**src/rtl/gray_code_counter.sv**
```systemverilog
// Up/down binary counter presenting its count as registered reflected Gray code
// over a valid/ready handshake; load clamps to MAX_COUNT.
module gray_code_counter #(
   parameter int WIDTH     = 4,
   parameter int MAX_COUNT = (2**WIDTH) - 1
) (
   input  logic             clk,
   input  logic             rst,
   input  logic             en,
   input  logic             up_dn,
   input  logic             load,
   input  logic [WIDTH-1:0] load_val,
   output logic [WIDTH-1:0] g,
   output logic             g_valid,
   input  logic             g_ready,
   output logic             tc,
   output logic             wrap
);

   localparam logic [WIDTH-1:0] MAX_VAL = WIDTH'(MAX_COUNT);
   localparam logic [WIDTH-1:0] ZERO    = {WIDTH{1'b0}};
   localparam logic [WIDTH-1:0] ONE     = {{(WIDTH-1){1'b0}}, 1'b1};

   function automatic logic [WIDTH-1:0] bin2gray(input logic [WIDTH-1:0] b);
      return b ^ (b >> 1);
   endfunction

   logic [WIDTH-1:0] bin_r;
   logic [WIDTH-1:0] g_r;
   logic             g_valid_r;
   logic             wrap_r;

   logic [WIDTH-1:0] step_bin_s;
   logic             step_wrap_s;
   logic [WIDTH-1:0] bin_nxt_s;
   logic             g_valid_nxt_s;
   logic             wrap_nxt_s;

   // Candidate next count for one step in the sampled direction.
   always_comb begin
      step_bin_s  = bin_r;
      step_wrap_s = 1'b0;
      if (up_dn) begin
         if (bin_r == MAX_VAL) begin
            step_bin_s  = ZERO;
            step_wrap_s = 1'b1;
         end else begin
            step_bin_s  = bin_r + ONE;
         end
      end else begin
         if (bin_r == ZERO) begin
            step_bin_s  = MAX_VAL;
            step_wrap_s = 1'b1;
         end else begin
            step_bin_s  = bin_r - ONE;
         end
      end
   end

   // Handshake priority: load, then transfer, then refill of an empty slot.
   always_comb begin
      bin_nxt_s     = bin_r;
      g_valid_nxt_s = g_valid_r;
      wrap_nxt_s    = 1'b0;
      if (load) begin
         bin_nxt_s     = (load_val > MAX_VAL) ? MAX_VAL : load_val;
         g_valid_nxt_s = 1'b1;
      end else if (g_valid_r && g_ready) begin
         if (en) begin
            bin_nxt_s     = step_bin_s;
            wrap_nxt_s    = step_wrap_s;
            g_valid_nxt_s = 1'b1;
         end else begin
            g_valid_nxt_s = 1'b0;
         end
      end else if (!g_valid_r && en) begin
         bin_nxt_s     = step_bin_s;
         wrap_nxt_s    = step_wrap_s;
         g_valid_nxt_s = 1'b1;
      end else begin
         bin_nxt_s     = bin_r;
         g_valid_nxt_s = g_valid_r;
      end
   end

   // State and registered Gray output; g is re-encoded from the next count so it never lags bin.
   always_ff @(posedge clk) begin
      if (rst) begin
         bin_r     <= ZERO;
         g_r       <= ZERO;
         g_valid_r <= 1'b1;
         wrap_r    <= 1'b0;
      end else begin
         bin_r     <= bin_nxt_s;
         g_r       <= bin2gray(bin_nxt_s);
         g_valid_r <= g_valid_nxt_s;
         wrap_r    <= wrap_nxt_s;
      end
   end

   assign g       = g_r;
   assign g_valid = g_valid_r;
   assign wrap    = wrap_r;
   assign tc      = up_dn ? (bin_r == MAX_VAL) : (bin_r == ZERO);

endmodule

```
**config.mk**
```make
export PLATFORM = sky130hd
export DESIGN_NAME = gray_code_counter
export DESIGN_NICKNAME = d
export VERILOG_FILES = /design/src/rtl/gray_code_counter.sv
export SDC_FILE = /design/constraint.sdc
export NUM_CORES = 1
export LEC_CHECK = 0
export BUFFER_PORTS_ARGS = -buffer_cell sky130_fd_sc_hd__buf_4
export CORE_AREA = 3 3 40 42
export CTS_CLUSTER_SIZE = 16
export DETAILED_ROUTE_END_ITERATION = 8
export DIE_AREA = 0 0 43 45
export GPL_ROUTABILITY_DRIVEN = 1
export PLACE_DENSITY = 0.75
export SETUP_SLACK_MARGIN = 0.1
export SLEW_MARGIN = 40
export SYNTH_ARGS = -nofsm -noshare
export SYNTH_HDL_FRONTEND = slang
export SYNTH_SLANG_ARGS = --single-unit
```
**constraint.sdc**
```tcl
create_clock -name clk -period 2.4 [get_ports clk]
set_input_delay 0.24 -clock clk [delete_from_list [all_inputs] [get_ports clk]]
set_output_delay 0.24 -clock clk [all_outputs]
set_load 0.05 [all_outputs]
```
==> results of run 1 <==
==> placed cells by master, fill, tap and decap left out, types with 2 or more instances in the layout <==
cell type / instances
buf_4: 16
a31oi_1: 2
dfxtp_1: 9
nand4_1: 2
ha_1: 2
inv_1: 6
nor2_1: 7
nand2_1: 4
a21oi_1: 3
nand3_1: 2
nor2b_1: 3
nor4b_1: 2
clkbuf_4: 3
xnor2_1: 3
==> cell families after synthesis <==
| logic type | share of synthesized area |
|---|---|
| AOI/OAI and AO/OA | 0.178 |
| xor gates and xnor gates | 0.0468 |
| adders and majority gates | 0.0445 |
| buffers and inverters | 0.0958 |
| DFF | 0.321 |
| muxes | 0.0468 |
| and+or+nand+nor | 0.267 |
==> flip-flops by register name, indices dropped and copies added, names as in the netlist <==
name / count
g: 3
bin_r: 4
g_valid: 1
wrap: 1
==> routing by layer <==
layer,part of all wire,global-route usage,vias to the layer above
met5,0,0,-
met4,0.011,0.0361,0
met3,0.063,0.0717,2
met2,0.49,0.278,14
met1,0.44,0.161,246
li1,-,-,264
==> area by class of cell <==
class                      count  area, um2  area share
sequential                     9        180       0.259
multi-input combinational     46        328       0.471
tap                           15       18.8      0.0270
clock buffer                   4       26.3      0.0378
timing repair buffer          16        120       0.173
inverter                       6       22.5      0.0324
==> power groups by stage <==
| stage | logic (mW) | registers [mW] | clock network, mW |
|---|---|---|---|
| floorplan | 0.0763 | 0.198 | 0 |
| global placement | 0.131 | 0.176 | 0 |
| detailed placement | 0.133 | 0.177 | 0 |
| CTS | 0.133 | 0.173 | 0.124 |
| global route | 0.143 | 0.176 | 0.126 |
| finish | 0.133 | 0.174 | 0.119 |
==> worst min path at each step <==
stage	to	slack, ps	cells after the start
detailed placement	g[1]$_SDFF_PP0_	480	2
finish	g[0]$_SDFF_PP0_	210	2
global route	bin_r[1]$_SDFF_PP0_	210	2
global placement	g[0]$_SDFF_PP0_	480	2
floorplan	g_valid$_SDFFE_PP1P_	350	1
CTS	g[1]$_SDFF_PP0_	200	2
==> key figures, run 1 <==
Status
  – Status: completed

Timing
  – Hold Fails Final Rpt: 0
  – Fmax: 511 MHz
  – Period utilization: 0.815
  – Final Max Slew Viols: 0
  – Total Neg Setup Slack: 0 ps
  – WHS: 208 ps
  – Clock skew: 1.19 ps
  – RSZ-0062 raised after global routing: false
  – Least-Margin Pin Slew: 492 ps
  – Final worst setup slack: 445 ps
  – Min Tclk post-route: 1960 ps
  – Setup violations, final: 0
  – Worst slew margin: 0.667

Cells and area
  – Final design utilization: 0.541
  – Layout fillers: 129
  – Post-route cell area: 696 um2
  – Finished Layout Cells: 96
  – Layout area overhead: 23.8%
  – N_diodes: 0
  – Fin nets: 94
  – Ratio of cells with drive above 1 in the final layout: 0.321

Worst setup path
  – CP Capture Type: output port
  – Crit path DAT: 1720 ps
  – Crit Path Max Fanout: 8
  – R2R Setup Slk: 470 ps
  – Critical path's largest stage delay: 430 ps
  – RR Startpoint: bin_r[0]$_SDFF_PP0_
  – Delay-heaviest family, CP: simple AND/OR/NAND/NOR gates
  – WS Path Type: reg2out
  – CP Depth: 5
  – Slowest-stage cell, CP: nor4b_1
  – Critical path required time: 2160 ps
  – Startpoint types: flop
  – Critical path capture point: tc
  – RR Endpoint: g[2]$_SDFF_PP0_
  – CP Buf/Inv Count: 2
  – R2R depth: 7
  – Worst-path cell chain: inv_1, ha_1, nor4b_1, a41o_2, buf_4
  – Worst Setup SP: bin_r[0]$_SDFF_PP0_

Placed design
  – IO buf count: 16
  – DP Worst Slack: 496 ps
  – Placed cells: 92
  – Placed wire-length estimate: 1000 um
  – GPL Wtd Cong: 0.786
  – Placed instance area: 669 um2

Floorplanning
  – Die ar.: 1940 um2
  – # IOs: 17
  – Die Wd: 43 um
  – Die height: 45 um
  – CORE AREA: 1280 um2
  – Initial Util: 0.437
  – # rows: 13

Detailed routing
  – Post-DR wirelength/cell: 13.5 um
  – # DRC: 0
  – Total Routed Length: 1300 um
  – Detail Route Antenna Nets: 0
  – Pre-Repair DR Iteration Count: 4
  – Vias: 526
  – Drt initial violations: 6
  – DR vias/cell: 5.48

Pwr
  – Combinational share of power: 0.312
  – Maximum VDD drop: 0.000243 V
  – Clk pwr share: 0.279
  – Tot Pwr: 0.425 mW
  – P_sw: 0.145 mW
  – Switching portion of total power: 0.341
  – PwrDens: 611 nW/um2
  – Leakage power: 0.298 nW
  – Share of power burned in registers: 0.408
  – Int Pwr: 0.280 mW

GRT
  – First-pass GRT wire length: 2180 um
  – Largest net degree at the start of global routing: 10
  – GR Util All Layers: 0.153
  – Initial antenna violation count: 0
  – Grt ovf: 0
  – Vias in the first global route: 508

CTS
  – Clock transition at the registers of the reported paths: 60 ps
  – Num CTS Buffers: 3
  – Hold_buf cts: 0
  – CTS tree: built
  – PostCTS Resize Cnt: 0
  – Clk_lat worst skew: 260 ps
  – Post-CTS Setup Bufs: 0
  – CTS Root Buffer Type: clkbuf_4
  – Sink Count: 9
  – Max Buffers Root-to-Sink: 2
  – Max H-tree Level: 1

Synthesis
  – Synth top area share: 0.321
  – Unique cell type count in the Yosys netlist: 32
  – Most common cell in the netlist: dfxtp_1
  – Mapped Cells: 66
  – Largest cells by area after synthesis: dfxtp_1 32%, nor2_1 4.7%, xnor2_1 4.7%, ha_1 4.5%, inv_1 4.0%
  – Flops & latches, synth: 9
  – Ys flop type: dfxtp_1
  – Post-synthesis sequential area ratio: 0.321
  – Syn. warnings: 0
  – Netlist Area Pre-Place: 562 um2
  – Post-synth ARST share: 0
  – Syn Area/Cell: 8.51 um2
  – Synth top cells by count: 9 x dfxtp_1, 7 x nor2_1, 6 x inv_1, 4 x nand2_1
  – Post-Syn Nets: 78
  – Number of enable flip-flop cells after synthesis: 0
  – Area leader, netlist: dfxtp_1

Flow run
  – MaxCap Viol Count: 0

Hold path
  – HP Start: rst
  – Worst min-delay path class: in2reg
No activity file was read; power rests on OpenSTA's default activity.
==> run 2: changes to the inputs <==
- clock period: 2.4 -> 2 ns (I/O delays scaled with it)
==> key figures, run 2 (same netlist as run 1, synthesis figures left out) <==
GRT
  – Vias in the first global route: 515 (+1.4%)
  – GR Util All Layers: 0.163 (+0.00989)
  – Initial antenna violation count: 0 (unchanged)
  – First-pass GRT wire length: 2280 um (+4.4%)
  – Grt ovf: 0 (unchanged)
  – Largest net degree at the start of global routing: 10 (unchanged)

Cells and area
  – Most frequent cells in the layout: 16 x buf_4, 7 x nor2_1, 7 x dfxtp_1, 6 x inv_1, 4 x nand2_1
  – Commonest non-fill, non-tap cell in the layout: buf_4
  – Largest register by flop count: bin_r
  – Layout area overhead: 25.4%
  – N_diodes: 0 (unchanged)
  – Max reg flops: 4 (unchanged)
  – Ratio of cells with drive above 1 in the final layout: 0.358 (+0.0370)
  – Fin nets: 94 (unchanged)

CTS
  – Sink Count: 9 (unchanged)
  – Clock transition at the registers of the reported paths: 70 ps (about the same)
  – Num CTS Buffers: 3 (unchanged)
  – CTS Root Buffer Type: clkbuf_4
  – Clk_lat worst skew: 270 ps (about the same)
  – Max H-tree Level: 1 (unchanged)
  – Post-CTS Setup Bufs: 0 (unchanged)
  – CTS tree: built
  – Max Buffers Root-to-Sink: 2 (unchanged)

Status
  – Status: completed

Floorplanning
  – # rows: 13 (unchanged)
  – Die ar.: 1940 um2 (unchanged)
  – Initial Util: 0.437 (unchanged)
  – Die height: 45 um (unchanged)
  – Die Wd: 43 um (unchanged)
  – CORE AREA: 1280 um2 (unchanged)
  – # IOs: 17 (unchanged)

Detailed routing
  – Detail Route Antenna Nets: 0 (unchanged)
  – Post-DR wirelength/cell: 13.9 um (+3.0%)
  – Total Routed Length: 1340 um (+3.0%)
  – Pre-Repair DR Iteration Count: 6 (+2)
  – # DRC: 0 (unchanged)
  – Vias: 553 (+5.1%)
  – DR vias/cell: 5.76 (+5.1%)
  – Drt initial violations: 5 (-1)

Worst setup path
  – WS Path Type: reg2reg
  – Critical path required time: 2170 ps (about the same)
  – CP Capture Type: flop
  – Startpoint types: flop
  – Crit Path Max Fanout: 8 (unchanged)
  – Crit path DAT: 2020 ps (+300 ps)

Placed design
  – GPL Wtd Cong: 0.787 (about the same)
  – Placed wire-length estimate: 996 um (-0.57%)
  – IO buf count: 16 (unchanged)

Timing
  – Least-Margin Pin Slew: 374 ps (-118 ps)
  – Setup violations, final: 0 (unchanged)
  – Fmax: 539 MHz
  – Worst slew margin: 0.749 (+0.0819)
  – Min Tclk post-route: 1850 ps
  – Hold Fails Final Rpt: 0 (unchanged)
  – Final Max Slew Viols: 0 (unchanged)
  – Total Neg Setup Slack: 0 ps (unchanged)
  – Clock skew: 1.85 ps (+0.659 ps)
  – RSZ-0062 raised after global routing: true
  – Period utilization: 0.927

Pwr
  – PwrDens: 741 nW/um2 (+21%)
  – Maximum VDD drop: 0.000316 V (+30%)
  – Tot Pwr: 0.522 mW (+23%)
  – Leakage power: 0.301 nW (+0.89%)

Hold path
  – Worst min-delay path class: in2reg

Flow run
  – MaxCap Viol Count: 0 (unchanged)
## run 2: cell types whose count changed in the layout (fill, tap and decap cells not counted)
cell,previous run,this run
nor4b_2,0,1
dfxtp_2,0,2
nor4b_1,2,1
dfxtp_1,9,7
## run 2: metrics by stage
step | std cells | hold WS (ps) | area [um2] | worst slack [ps] | util
2_1_floorplan | 66 | 305 | 562 | 166 | -
3_3_place_gp | 92 | 444 | 669 | 122 | 0.521
3_5_place_dp | 92 | 445 | 669 | 81.2 | 0.521
4_1_cts | 96 | 151 | 697 | 107 | 0.542
6_report | 96 | 152 | 704 | 146 | 0.548
5_1_grt | 96 | 157 | 704 | 49.1 | 0.548
## run 2: metal layers
layer | wire, um | GRT usage
met5 | 0 | 0
met2 | 622 | 0.278
met4 | 64 | 0.108
met1 | 570 | 0.182
met3 | 80 | 0.0359
## run 2: area by class of cell
cell class / instances / area (um2)
repair buffers: 16 / 120
well taps: 15 / 18.8
inverters: 6 / 22.5
flip-flops and latches: 9 / 183
multi-input cells: 46 / 334
clock buffers: 4 / 26.3
fillers: 128 / 581
## run 2: repair_timing
item / 4_1_cts / 5_1_grt
gates resized for setup: 1 / 2
hold buffers: 0 / 0
setup endpoints to repair: 1 / 4
## run 2: path summary, 6_finish.rpt
path / startpoint / end / slack (ps) / depth (start not counted)
max: bin_r[0]$_SDFF_PP0_ / g[2]$_SDFF_PP0_ / 150 / 7
min: rst / bin_r[1]$_SDFF_PP0_ / 150 / 2
max reg2reg: bin_r[0]$_SDFF_PP0_ / g[2]$_SDFF_PP0_ / 150 / 7
min reg2reg: g_valid$_SDFFE_PP1P_ / g_valid$_SDFFE_PP1P_ / 710 / 2
## run 2: where the power goes
part | total, mW | internal, mW | switching, mW
combinational | 0.161 | 0.0661 | 0.0950
clock | 0.151 | 0.0774 | 0.0737
sequential | 0.210 | 0.195 | 0.0149
total | 0.522 | 0.338 | 0.184
## run 2: critical path, stage by stage (launching register included)
cell,delay [ps]
dfxtp_2,400
inv_1,60
ha_1,220
mux2_2,280
a311o_1,370
nand3_1,110
nor2_1,50
mux2_4,250
